==> src/rtl/pin_entry.sv <==
// ATM PIN entry front-end: captures the card account, collects a 4-digit BCD PIN,
// hands it downstream for authentication and tracks retries, lockout and session.
module pin_entry #(
    parameter int TIMEOUT_CYCLES = 1000,
    parameter int MAX_TRIES      = 3
) (
    input  logic        clk,
    input  logic        rst,
    input  logic        card_in,
    input  logic [3:0]  card_acc,
    input  logic        key_valid,
    input  logic [3:0]  key_code,
    input  logic        auth_ok,
    input  logic        auth_fail,
    output logic [3:0]  acc_num,
    output logic [15:0] pin,
    output logic        pin_valid,
    output logic        session,
    output logic        locked,
    output logic [2:0]  digit_cnt
);

    localparam int TMO_W = $clog2(TIMEOUT_CYCLES + 1);
    localparam int TRY_W = $clog2(MAX_TRIES + 1);
    localparam logic [TMO_W-1:0] TMO_LAST  = TMO_W'(TIMEOUT_CYCLES - 1);
    localparam logic [TRY_W-1:0] TRY_LIMIT = TRY_W'(MAX_TRIES);

    localparam logic [3:0] KEY_CLEAR  = 4'hA;
    localparam logic [3:0] KEY_ENTER  = 4'hB;
    localparam logic [3:0] KEY_CANCEL = 4'hC;

    typedef enum logic [2:0] {IDLE, COLLECT, SUBMIT, SESSION, LOCKED} state_t;

    state_t           state;
    logic [TMO_W-1:0] tmo_cnt;
    logic [TRY_W-1:0] tries;
    logic [TRY_W-1:0] tries_nxt;
    logic             key_digit, key_clear, key_enter, key_cancel;

    assign key_digit  = key_valid && (key_code <= 4'd9);
    assign key_clear  = key_valid && (key_code == KEY_CLEAR);
    assign key_enter  = key_valid && (key_code == KEY_ENTER);
    assign key_cancel = key_valid && (key_code == KEY_CANCEL);
    assign tries_nxt  = tries + TRY_W'(1);

    always_ff @(posedge clk or negedge rst) begin
        if (!rst) begin
            state     <= IDLE;
            acc_num   <= '0;
            pin       <= '0;
            pin_valid <= 1'b0;
            session   <= 1'b0;
            locked    <= 1'b0;
            digit_cnt <= '0;
            tries     <= '0;
            tmo_cnt   <= '0;
        end else if (state != IDLE && !card_in) begin
            // Card removal outranks every key and auth event.
            state     <= IDLE;
            pin       <= '0;
            digit_cnt <= '0;
            pin_valid <= 1'b0;
            session   <= 1'b0;
            locked    <= 1'b0;
            tmo_cnt   <= '0;
        end else begin
            case (state)
                IDLE: begin
                    tries <= '0;
                    if (card_in) begin
                        acc_num   <= card_acc;
                        pin       <= '0;
                        digit_cnt <= '0;
                        tmo_cnt   <= '0;
                        state     <= COLLECT;
                    end
                end
                COLLECT: begin
                    if (key_valid) begin
                        tmo_cnt <= '0;
                        if (key_digit && digit_cnt != 3'd4) begin
                            pin       <= {pin[11:0], key_code};
                            digit_cnt <= digit_cnt + 3'd1;
                        end else if (key_clear) begin
                            pin       <= '0;
                            digit_cnt <= '0;
                        end else if (key_enter && digit_cnt == 3'd4) begin
                            pin_valid <= 1'b1;
                            state     <= SUBMIT;
                        end else if (key_cancel) begin
                            pin       <= '0;
                            digit_cnt <= '0;
                            state     <= IDLE;
                        end
                    end else if (tmo_cnt == TMO_LAST) begin
                        pin       <= '0;
                        digit_cnt <= '0;
                        tmo_cnt   <= '0;
                        state     <= IDLE;
                    end else begin
                        tmo_cnt <= tmo_cnt + TMO_W'(1);
                    end
                end
                SUBMIT: begin
                    // A simultaneous ok/fail is treated as a failure.
                    if (auth_fail) begin
                        pin_valid <= 1'b0;
                        tries     <= tries_nxt;
                        pin       <= '0;
                        digit_cnt <= '0;
                        tmo_cnt   <= '0;
                        if (tries_nxt == TRY_LIMIT) begin
                            locked <= 1'b1;
                            state  <= LOCKED;
                        end else begin
                            state  <= COLLECT;
                        end
                    end else if (auth_ok) begin
                        pin_valid <= 1'b0;
                        tries     <= '0;
                        pin       <= '0;
                        digit_cnt <= '0;
                        session   <= 1'b1;
                        state     <= SESSION;
                    end
                end
                SESSION: begin
                    if (key_cancel) begin
                        session <= 1'b0;
                        state   <= IDLE;
                    end
                end
                LOCKED: begin
                    locked <= 1'b1;
                end
                default: state <= IDLE;
            endcase
        end
    end

endmodule

==> config.mk <==
export PLATFORM = sky130hd
export DESIGN_NAME = pin_entry
export DESIGN_NICKNAME = d
export VERILOG_FILES = /design/src/rtl/pin_entry.sv
export SDC_FILE = /design/constraint.sdc
export NUM_CORES = 1
export LEC_CHECK = 0
export ABC_AREA = 1
export CORE_MARGIN = 3
export CORE_UTILIZATION = 24
export DETAILED_ROUTE_END_ITERATION = 7
export PLACE_DENSITY = 0.44
export SYNTH_ARGS = -nofsm -noshare
export SYNTH_HDL_FRONTEND = slang
export SYNTH_SLANG_ARGS = --single-unit
==> constraint.sdc <==
create_clock -name clk -period 1.82 [get_ports clk]
set_input_delay 0.273 -clock clk [delete_from_list [all_inputs] [get_ports clk]]
set_output_delay 0.273 -clock clk [all_outputs]
set_load 0.005 [all_outputs]
* Word-level counts from Yosys, hierarchy flattened *
Index checks and enable logic that the tools add are counted.

cells by class
  order comparisons = 1
  multiplexer cells = 59
  add/subtract/negate cells = 3
  bitwise logic cells = 1
  equality and inequality tests = 29
  reduce and logical (&&, ||, !) cells = 23

operators with widths
  kind                                                  count
  2-to-1 mux 16 bit                                     10
  2-to-1 mux 3 bit                                      20
  2-to-1 mux 10 bit                                     5
  case mux 16 bit (3 select lines)                      1
  != test 3 bit (second input constant)                 12
  case mux 10 bit (3 select lines)                      1
  AND reduction 6 bit                                   3
  != test 4 bit (second input constant)                 4
  case mux 3 bit (5 select lines)                       1
  2-to-1 mux 1 bit                                      14
  equality test 4 bit (second input constant)           3
  != test 6 bit (second input constant)                 2
  AND reduction 3 bit                                   4
  nonzero test 3 bit                                    4
  adder 10 x 1 -> 10 bit (second input constant)        1
  equality test 10 bit (second input constant)          1
  case mux 3 bit (3 select lines)                       1
  logical AND 1 bit                                     7
  equality test 3 x 2 -> 1 bit (second input constant)  2
  equality test 3 bit (second input constant)           2
  case mux 1 bit (2 select lines)                       3
  <= comparator 4 bit (second input constant)           1
  2-to-1 mux 2 bit                                      2
  case mux 2 bit (2 select lines)                       1
  11 further kinds                                      11

word-level totals
  register bits = 41
  output and inout bits = 26
  bits of input ports = 14

* Depth between registers and ports, before layout *
Gate-level depths: netlist of the first run.

  depth after elaboration = 9
  depth in mapped cells = 11
  gate-level depth less buffers = 11

* Least setup slack after synthesis of the first run *
Ideal clock, no wire load.

  path kind = reg2reg
  from = register tmo_cnt[0]
  to = register digit_cnt[2]
  stages on the path, launching flop included = 12
  period minus slack after synthesis = 1.542 ns
  required time = 1.705 ns
  path slack = 0.278 ns
  data arrival time = 1.427 ns
  path through = dfrtp_1 ha_1 nand2_1 nor2_1 nand3_1 nand2_1 nand2_2 nor2_2 nand2_4 buf_12 nand2_2 nand2_2

on the way
  word-level cells in the longest chain between the ends = 3

ends and longest elaborated chain
  element                               RTL line  RTL
  from (decl)                           35        logic [TMO_W-1:0] tmo_cnt;
  from (signal assigned)                101       tmo_cnt <= tmo_cnt + TMO_W'(1);
  equality test 10 bit                  95        end else if (tmo_cnt == TMO_LAST) begin
  != test 4 bit (no source line)        -
  AND reduction 6 bit (no source line)  -
  to (signal assigned)                  83        digit_cnt <= digit_cnt + 3'd1;
  to (decl)                             20        output logic [2:0] digit_cnt

Every way passes these cells.
A chain may end at the register's enable or synchronous reset.

* Worst setup path after layout of the first run *
  from = register tmo_cnt[1]
  to = register pin[3]

on the way
  word-level cells in the longest chain between the ends = 3

ends and longest elaborated chain
  element                               RTL line  RTL
  equality test 10 bit                  95
  != test 4 bit (no source line)        -
  AND reduction 6 bit (no source line)  -
  to (signal assigned)                  82        pin <= {pin[11:0], key_code};
  to (decl)                             16        output logic [15:0] pin,

Every way passes these cells.

==> results of run 1 <==
through the flow:
stage | power (mW) | hold slack, ns | cells | TNS, ns | util (%)
6_report | 2.84 | 0.464 | 493 | 0 | 33.7
5_1_grt | 3.03 | 0.491 | 493 | -0.00709 | 33.7
4_1_cts | 2.87 | 0.475 | 492 | 0 | 33.5
3_5_place_dp | 1.94 | 0.273 | 483 | -1.42 | 31.9
3_3_place_gp | 1.94 | 0.273 | 483 | -1.63 | 31.9
2_1_floorplan | 1.56 | -0.0226 | 303 | 0 | -
how the worst max path moves through the flow:
stage / from / to / slack, ns
CTS: tmo_cnt[1] / pin[5] / 0.11
global route: tmo_cnt[1] / pin[1] / -0.007
global placement: key_valid / pin[5] / -0.1
floorplan: tmo_cnt[0] / digit_cnt[2] / 0.28
detailed placement: key_valid / pin[5] / -0.09
finish: tmo_cnt[1] / pin[3] / 0.16
state kept, by name (all words and copies together), names as in the netlist:
signal	cells
state	3
pin	16
acc_num	4
tmo_cnt	10
pin_valid	1
session	1
tries	2
digit_cnt	3
locked	1
per-layer routing:
layer  up-vias  share of wire, %  global-route usage, %
met1       951                49                   14.7
met3         2               4.2                   2.98
met5         -                 0                      0
li1       1077                 -                      -
met4         0              0.52                   2.28
met2        46                46                   18.1
where the power goes:
group	total, mW	internal [mW]	switching [mW]
Clock	0.902	0.552	0.350
Combinational	0.866	0.378	0.488
Sequential	1.07	0.999	0.0687
area by class of cell:
cell class / instances / area (um2) / area share [%]
Tap cell: 129 / 161 / 5.13
Clock buffer: 5 / 68.8 / 2.19
Timing Repair Buffer: 58 / 543 / 17.3
Clock inverter: 3 / 68.8 / 2.19
Inverter: 31 / 116 / 3.70
Multi-Input combinational cell: 226 / 1160 / 36.9
Sequential cell: 41 / 1030 / 32.6
cells in the mapped netlist:
library cell / instances
nand2_1: 94
dfrtp_1: 41
nor2_1: 37
inv_1: 25
nand2_2: 24
nand4_1: 13
nand3_1: 12
o21ai_0: 10
buf_2: 5
inv_2: 5
a21oi_1: 4
ha_1: 4
mux2_2: 4
nor3_1: 4
xor2_1: 4
nor2_4: 3
o21bai_1: 3
nand2_4: 2
nand3_2: 2
o22ai_1: 2
buf_12: 1
clkinv_1: 1
nand3b_2: 1
nor2_2: 1
o2111ai_1: 1
repair_timing:
item,in CTS,in global routing
hold endpoints to repair,41,0
gates resized for setup,0,3
setup buffers,0,0
setup endpoints to repair,0,18
hold buffers,1,0
worst max-delay path, cell delays in order, from the launching register on:
cell     delay [ns]
dfrtp_1        0.41
ha_1           0.24
nand2_1        0.09
nor2_1         0.09
nand3_1        0.11
nand2_1        0.12
nand2_2        0.07
nor2_4         0.17
nand2_4        0.15
nand2_1        0.08
nand2_1        0.04
logic make-up after synthesis:
logic type | count (synthesis) | share of synthesized area [%]
and+or+nand+nor | 193 | 38.5
DFF | 41 | 44.1
buffers and inverters | 37 | 6.93
AOI/OAI and AO/OA | 20 | 4.89
xor gates and xnor gates | 4 | 1.50
muxes | 4 | 1.93
adders and majority gates | 4 | 2.15
==> flow_summary_export.csv, run 1 <==
group,metric,value,unit
status,status,"complete, no violations",
final_layout,area_delta_synth_final,35.1,%
placement,place.gp.congestion,0.762,
setup_path,r2r_end,"pin[3]",
final_layout,mostFrequentLayoutCells,"nand2_1 (94), dfrtp_1 (41), clkdlybuf4s50_1 (38), nor2_1 (37), inv_1 (25)",
timing,slew_viol_final,0,
final_layout,drive_above_1_share,19.5,%
setup_path,worstPathRequired,2.02,ns
global_routing,grt_pass1_wl,9940,um
timing,finClkSkew,0.00542,ns
synth,yosysTopAreaCell,"dfrtp_1",
setup_path,rrSetupSlack,0.16,ns
final_layout,nets,381,
setup_path,worst_r2r_path_depth,10,
setup_path,criticalPathCategory,"flip-flop to flip-flop",
placement,dpl.hpwl,4250,um
global_routing,track_usage,11.1,%
synth,yosysWarningCount,0,
setup_path,end_kind,"flip-flop",
detailed_routing,wl_per_cell,12.2,um
timing,hold_viol,0,
pwr,peakVddDrop,0.424,mV
cts,clkTransAtPathRegs,0.09,ns
final_layout,diodes,0,
timing,clock.fmax,603,MHz
cts,cts_tree,"yes",
cts,cts_root_buffer,"clkbuf_8",
min_path,hp-class,"input pin to asynchronous set/reset pin",
detailed_routing,postRouteAntennaNets,0,
detailed_routing,firstDrtPassIters,6,
timing,finalSetupViolCount,0,
cts,clk_latency,0.30,ns
timing,tightest_slew,0.372,ns
placement,portBuffers,39,
setup_path,arrival,1.86,ns
detailed_routing,drc,0,
synth,syn_inst,303,
pwr,leakagePower,1.54,nW
detailed_routing,drt_iter0_markers,117,
detailed_routing,vias,2076,
setup_path,reg2reg_from,"tmo_cnt[1]",
global_routing,grt_max_degree,42,
placement,place_area,2980,um2
floorplan,initial_utilization,25.0,%
cts,cts_inserted_buffers,5,
timing,maxSlewHeadroom,75.0,%
floorplan,die_y,105,um
final_layout,final_common_cell,"nand2_1",
timing,setup_ws,0.163,ns
final_layout,fillers,993,
setup_path,start_kind,"flip-flop",
floorplan,rows,35,
floorplan,fp.dieW,105,um
detailed_routing,wirelength,6000,um
synth,synth_cell_types,25,
global_routing,grt_antenna_before_repair,0,
synth,ys_seq_elements,41,
synth,synthTopCellsByArea,"dfrtp_1 (44%), nand2_1 (15%), nand2_2 (6.4%)",
global_routing,overflow,0,
synth,synth.top_cell.area_share,44.1,%
synth,syn_area,2330,um2
cts,clockBufferDepth,2,
synth,synth.avg_cell_area,7.68,um2
pwr,power_density,901,nW/um2
synth,synthesis.nets,321,
floorplan,dieArea,10900,um2
global_routing,grt_pass1_vias,2054,
cts,clock-sinks,41,
floorplan,core-area,9330,um2
run,maxCapViolCount,0,
timing,fin_crit_sh,91.1,%
placement,pre_cts_ws,-0.0862,ns
final_layout,final_area,3150,um2
synth,ys_seq_area_share,44.1,%
floorplan,io_pins,40,
cts,cts_max_level,2,
timing,fin_crit,1.66,ns
detailed_routing,viasPerCell,4.21,
setup_path,crit_fanout,9,
Note: power is estimated with default switching activity, not from simulation.
==> run 2: changes to the inputs <==
Settings changed: ABC_AREA 1 to 0, PLACE_DENSITY 0.44 to 0.45.
Clock period 1.82 ns to 1.64 ns, I/O delays scaled along.
==> run 2 against run 1 <==
Against the previous run: the flow now finishes with violations (negative setup slack); clock skew rose by 0.0029 ns; via count fell by 11%; count of clock-buffer cells in the layout rose by 2; register-to-register slack got worse by 0.48 ns; global-route usage rose by 0.81 points; synthesized area fell by 13%; sequential power rose by 4%; critical path depth fell by 2; non-clock buffer count rose by 46; synthesized cell count fell by 37%; setup slack got worse by 0.48 ns; hold slack got worse by 0.033 ns.
==> flow_summary_export.csv, run 2 <==
group,metric,value,unit
floorplan,die_y,98.1,um
placement,pre_cts_ws,-0.699,ns
cts,cts_tree,"yes",
placement,place.gp.congestion,0.809,
synth,synthTopCellsByCount,"dfrtp_1 (41), a22o_1 (17), nor2_1 (16), inv_1 (10), o21ai_0 (9)",
timing,hold_viol,0,
floorplan,rows,32,
setup_path,crit_fanout,3,
cts,cts_inserted_buffers,5,
final_layout,area_delta_synth_final,58.2,%
timing,clock.fmax,511,MHz
global_routing,grt_max_degree,23,
cts,clk_latency,0.30,ns
timing,slew_viol_final,0,
status,violations,"negative setup slack",
detailed_routing,postRouteAntennaNets,0,
synth,synth.avg_cell_area,10.6,um2
placement,portBuffers,39,
floorplan,io_pins,40,
synth,syn_inst,192,
detailed_routing,firstDrtPassIters,4,
detailed_routing,drt_iter0_markers,87,
cts,clkTransAtPathRegs,0.07,ns
setup_path,cp-startpoint,"digit_cnt[0]",
cts,clock-sinks,41,
min_path,hp-class,"input pin to flip-flop",
placement,dpl.hpwl,3970,um
setup_path,worstPathRequired,1.82,ns
synth,yosysTopAreaCell,"dfrtp_1",
synth,synth.top_cell.area_share,50.4,%
timing,finalSetupViolCount,20,
timing,fin_crit_sh,119,%
pwr,leakagePower,1.47,nW
setup_path,path_cells,"inv_1 > ha_2 > a21boi_2 > a32oi_1 > a31oi_1 > or4b_4 > buf_6 > mux2_4",
detailed_routing,viasPerCell,4.67,
synth,ys_seq_elements,41,
synth,ys_seq_area_share,50.4,%
cts,cts_max_level,2,
floorplan,core-area,7970,um2
timing,tightest_slew,0.504,ns
timing,maxSlewHeadroom,66.4,%
timing,finClkSkew,0.00829,ns
pwr,total_power,2.51,mW
pwr,power_density,779,nW/um2
detailed_routing,wirelength,5360,um
floorplan,dieArea,9620,um2
final_layout,final_common_cell,"buf_4",
final_layout,largestRegisters,"pin x16, tmo_cnt x10, acc_num x4",
setup_path,criticalPathCategory,"flip-flop to flip-flop",
run,maxCapViolCount,0,
floorplan,initial_utilization,25.5,%
timing,setup_ws,-0.317,ns
timing,rsz0062_at_grt,"yes",
detailed_routing,wl_per_cell,13.5,um
global_routing,grt_antenna_before_repair,0,
final_layout,diodes,0,
floorplan,fp.dieW,98.1,um
setup_path,arrival,2.14,ns
min_path,hp-start,"key_code[1]",
timing,tns,-5.54,ns
setup_path,end_kind,"flip-flop",
final_layout,largest_register_ffs,16,
synth,yosysWarningCount,0,
synth,yosysMostFrequentCell,"dfrtp_1",
synth,async_reset_ff_share,100,%
setup_path,start_kind,"flip-flop",
global_routing,overflow,0,
status,status,"finished, violations left",
synth,syn_area,2040,um2
synth,synthesis.nets,210,
final_layout,mostFrequentLayoutCells,"buf_4 (55), dfrtp_1 (41), clkdlybuf4s50_1 (32), a22o_1 (17), nor2_1 (16)",
cts,cts_root_buffer,"clkbuf_8",
final_layout,final_area,3220,um2
setup_path,critPathMaxStageDelay,0.52,ns
global_routing,grt_pass1_vias,1849,
setup_path,crit_slowest_cell,"or4b_4",
cts,clockBufferDepth,2,
pwr,peakVddDrop,0.345,mV
setup_path,reg2reg_from,"digit_cnt[0]",
global_routing,grt_pass1_wl,9240,um
detailed_routing,vias,1849,
synth,synth_edf_count,0,
final_layout,drive_above_1_share,33.7,%
final_layout,largest_register,"pin",
synth,ys.flop_type,"dfrtp_1",
synth,synth_cell_types,38,
timing,hold_ws,0.431,ns
final_layout,nets,311,
synth,synthTopCellsByArea,"dfrtp_1 (50%), a22o_1 (7.3%), xor2_1 (3.4%)",
final_layout,fillers,769,
detailed_routing,drc,0,
placement,place_area,2930,um2
global_routing,track_usage,11.9,%
timing,fin_crit,1.96,ns
run 2: cell count changes after synthesis, sizes merged, moves of 5 or more:
cell and change:
nand2 -112, nor2 -25, inv -20, a22o +17, nand3 -9, clkbuf +7, nand4 -7, a31oi +5
and3 +5
run 2: final cells by class:
cell class | count | area (um2) | share of cell area, %
Clock inverter | 1 | 5.00 | 0.155
Tap cell | 102 | 128 | 3.96
Clock buffer | 7 | 96.3 | 2.99
Multi-Input combinational cell | 131 | 1010 | 31.4
Inverter | 10 | 37.5 | 1.17
Sequential cell | 41 | 1030 | 31.9
Timing Repair Buffer | 104 | 918 | 28.5
run 2: worst paths after layout:
path	to	slack [ns]	cells after the start
setup / recovery	digit_cnt[0]	-0.32	8
hold / removal	pin[1]	0.43	2
setup reg to reg	digit_cnt[0]	-0.32	8
hold reg to reg	acc_num[0]	0.51	1
max in group asynchronous	tmo_cnt[5]	0.59	3
min in group asynchronous	state[1]	0.46	2
run 2: cells by family (layout without fill, tap and decap cells):
logic type                 Yosys count  count (layout)  share of synthesized area [%]
muxes                                6               6                           3.32
xor gates and xnor gates             8               8                           3.44
AOI/OAI and AO/OA                   49              49                           18.3
DFF                                 41              41                           50.4
adders and majority gates            4               4                           2.46
and+or+nand+nor                     64              64                           17.5
buffers and inverters               20             122                           4.61
run 2: power breakdown:
part,leakage [nW],internal [mW],switching (mW)
Combinational,0.859,0.378,0.280
Sequential,0.558,1.08,0.0382
Clock,0.0542,0.381,0.356
run 2: critical path: cells and delay by family, from the launching register on:
kind,cells,cell delay (ns)
multiplexers,1,0.24
flip-flops,1,0.35
AO/OA/AOI/OAI,3,0.37
adder cells (fa/ha/maj),1,0.19
AND/OR/NAND/NOR,1,0.52
buffers and inverters,2,0.19
run 2: what timing repair did:
action | in CTS | in global routing
endpoints found under the setup margin | 33 | 33
endpoints found under the hold margin | 20 | 0
pin swaps | 11 | 7
hold buffers | 1 | 0
resized for setup | 22 | 11
setup buffers | 7 | 1
run 2: metrics by stage:
| stage | instances | util, % |
|---|---|---|
| after detailed placement | 379 | 36.8 |
| after CTS | 395 | 39.9 |
| after floorplan | 192 | - |
| after global placement | 379 | 36.8 |
| after global routing | 396 | 40.4 |
| final | 396 | 40.4 |
run 2: per-layer routing:
layer  wire (um)  share of wire (%)  up-vias  track usage [%]
met4          76                1.4        0             3.83
met5           0                  0        -                0
met2        2470                 46       39             18.3
met1        2620                 49      894             16.6
li1            -                  -      909                -
met3         195                3.6        7             2.57
==> run 3: changes to the inputs <==
Settings changed: CORE_UTILIZATION 24 to 51, PLACE_DENSITY 0.45 to 0.81.
==> run 3 against run 2 <==
Against the previous run: the flow still finishes with violations (negative setup slack); flip-flop and latch count stayed put; global-route usage increased by 15 points; setup slack got worse by 0.032 ns; wire length increased by 28%; utilization rose by 48 points; critical path depth is the same; cell count decreased by 9.6%; non-clock buffer count is 16 higher; critical path type unchanged; highest routed layer unchanged.
==> flow_summary_export.csv, run 3 (same netlist as run 2, synthesis figures left out) <==
group,metric,value,unit
timing,fin_crit_sh,121,%
placement,pre_cts_ws,-0.734,ns
final_layout,final_common_cell,"buf_4",
cts,clock-sinks,41,
setup_path,path_cells,"inv_1 > ha_2 > a21boi_2 > a32oi_1 > a31oi_1 > or4b_4 > buf_6 > a22o_1",
pwr,swShare,28.0,%
run,maxCapViolCount,0,
status,status,"finished, violations left",
cts,cts_inserted_buffers,5,
cts,clkTransAtPathRegs,0.09,ns
placement,dpl.hpwl,3930,um
timing,setup_ws,-0.349,ns
timing,slew_viol_final,0,
detailed_routing,vias,2145,
final_layout,largestRegisters,"pin x16, tmo_cnt x10, acc_num x4",
cts,clockBufferDepth,2,
pwr,power.net_switching,0.759,mW
floorplan,core-area,3740,um2
timing,finClkSkew,0.00805,ns
setup_path,criticalPathCategory,"flip-flop to flip-flop",
setup_path,worstPathRequired,1.84,ns
detailed_routing,wl_per_cell,19.1,um
final_layout,final_cells,358,
floorplan,dieArea,4790,um2
timing,hold_viol,0,
setup_path,worst_r2r_path_depth,8,
pwr,total_power,2.71,mW
floorplan,initial_utilization,54.4,%
pwr,power.share.clock,30.9,%
detailed_routing,viasPerCell,5.99,
final_layout,diodes,0,
cts,cts_root_buffer,"clkbuf_8",
cts,cts_max_level,2,
placement,portBuffers,39,
floorplan,fp.dieW,69.2,um
global_routing,grt_pass1_vias,2074,
final_layout,fin_util,88.9,%
min_path,holdPathStages,3,
setup_path,critPathMaxStageDelay,0.54,ns
timing,fin_crit,1.99,ns
final_layout,drive_above_1_share,38.7,%
timing,finalSetupViolCount,30,
timing,clock.fmax,503,MHz
cts,clk_latency,0.30,ns
global_routing,grt_antenna_before_repair,0,
final_layout,mostFrequentLayoutCells,"buf_4 (69), dfrtp_1 (40), clkdlybuf4s50_1 (31), a22o_1 (17), nor2_1 (15)",
pwr,seqPwrFrac,41.4,%
setup_path,start_kind,"flip-flop",
global_routing,grt_pass1_wl,10100,um
timing,hold_ws,0.386,ns
floorplan,io_pins,40,
detailed_routing,wirelength,6860,um
pwr,leakagePower,1.59,nW
status,violations,"negative setup slack",
setup_path,crit_slowest_cell,"or4b_4",
global_routing,overflow,0,
floorplan,die_y,69.2,um
setup_path,crit_fanout,8,
floorplan,rows,22,
final_layout,largest_register,"pin",
pwr,power_density,816,nW/um2
timing,rsz0062_at_grt,"yes",
global_routing,track_usage,26.7,%
min_path,hp-class,"input pin to flip-flop",
timing,maxSlewHeadroom,70.5,%
placement,place.gp.congestion,0.947,
final_layout,area_delta_synth_final,63.4,%
detailed_routing,drc,0,
placement,placed_cells_incl_taps,326,
pwr,peakVddDrop,0.862,mV
detailed_routing,firstDrtPassIters,5,
cts,cts_tree,"yes",
detailed_routing,drt_iter0_markers,377,
setup_path,end_kind,"flip-flop",
global_routing,grt_max_degree,19,
pwr,comb_power_share,27.7,%
final_layout,nets,327,
timing,tightest_slew,0.439,ns
pwr,intPower,1.95,mW
detailed_routing,postRouteAntennaNets,0,
final_layout,largest_register_ffs,16,
setup_path,arrival,2.18,ns
==> run 3: changes by cell type in the layout (fill, tap and decap cells not counted), sizes merged <==
cell / previous run / this run
buf: 65 / 81
bufinv: 0 / 1
clkbuf: 7 / 5
clkdlybuf4s50: 32 / 31
clkinvlp: 0 / 1
dlygate4sd2: 5 / 2
dlymetal6s2s: 1 / 5
==> run 3: worst paths after layout <==
check	start	end	slack, ns
min in group asynchronous	rst	pin[12]	0.41
max in group asynchronous	rst	state[2]	0.66
worst max register to register	digit_cnt[1]	pin[2]	-0.35
worst min register to register	pin[12]	pin[12]	0.51
worst min-delay path	key_code[0]	pin[0]	0.39
worst max-delay path	digit_cnt[1]	pin[2]	-0.35
==> run 3: critical path: cells and delay by family, from the launching register on <==
family	cells	cell delay (ns)
AO/OA/AOI/OAI	4	0.59
AND/OR/NAND/NOR	1	0.54
flip-flops	1	0.36
buffers and inverters	2	0.21
adder cells (fa/ha/maj)	1	0.17
==> run 3: repair_timing <==
action	4_1_cts	5_1_grt
endpoints found under the hold margin	16	0
endpoints found under the setup margin	32	33
pin swaps	24	18
resized for setup	22	22
hold buffers	1	0
buffers inserted	12	15
==> run 3: cell type report <==
type / instances / area (um2)
tap: 48 / 60.1
timing repair buffer: 120 / 1060
sequential: 41 / 1030
multi-input combinational: 131 / 1030
clock buffer: 5 / 68.8
clock inverter: 3 / 46.3
inverter: 10 / 37.5
fill: 160 / 417
==> run 3: metal layers <==
metal,vias up,GRT usage (%),wire [um]
met3,33,5.80,444
met4,0,12.4,249
met1,1061,31.3,2570
met2,105,46.4,3590
met5,-,0,0
li1,946,-,-
==> run 3: metrics by stage <==
stage	instance area, um2	setup TNS (ns)
6_report	3330	-7.51
5_1_grt	3330	-9.22
4_1_cts	3180	-5.99
3_5_place_dp	2870	-21.83
3_3_place_gp	2870	-19.30
2_1_floorplan	2040	-6.64
==> run 3: power groups by stage <==
stage,logic [mW],registers (mW),clock network [mW]
detailed placement,0.573,1.14,0
global placement,0.554,1.13,0
floorplan,0.232,1.15,0
global route,0.799,1.13,0.895
CTS,0.665,1.12,0.826
finish,0.753,1.12,0.838
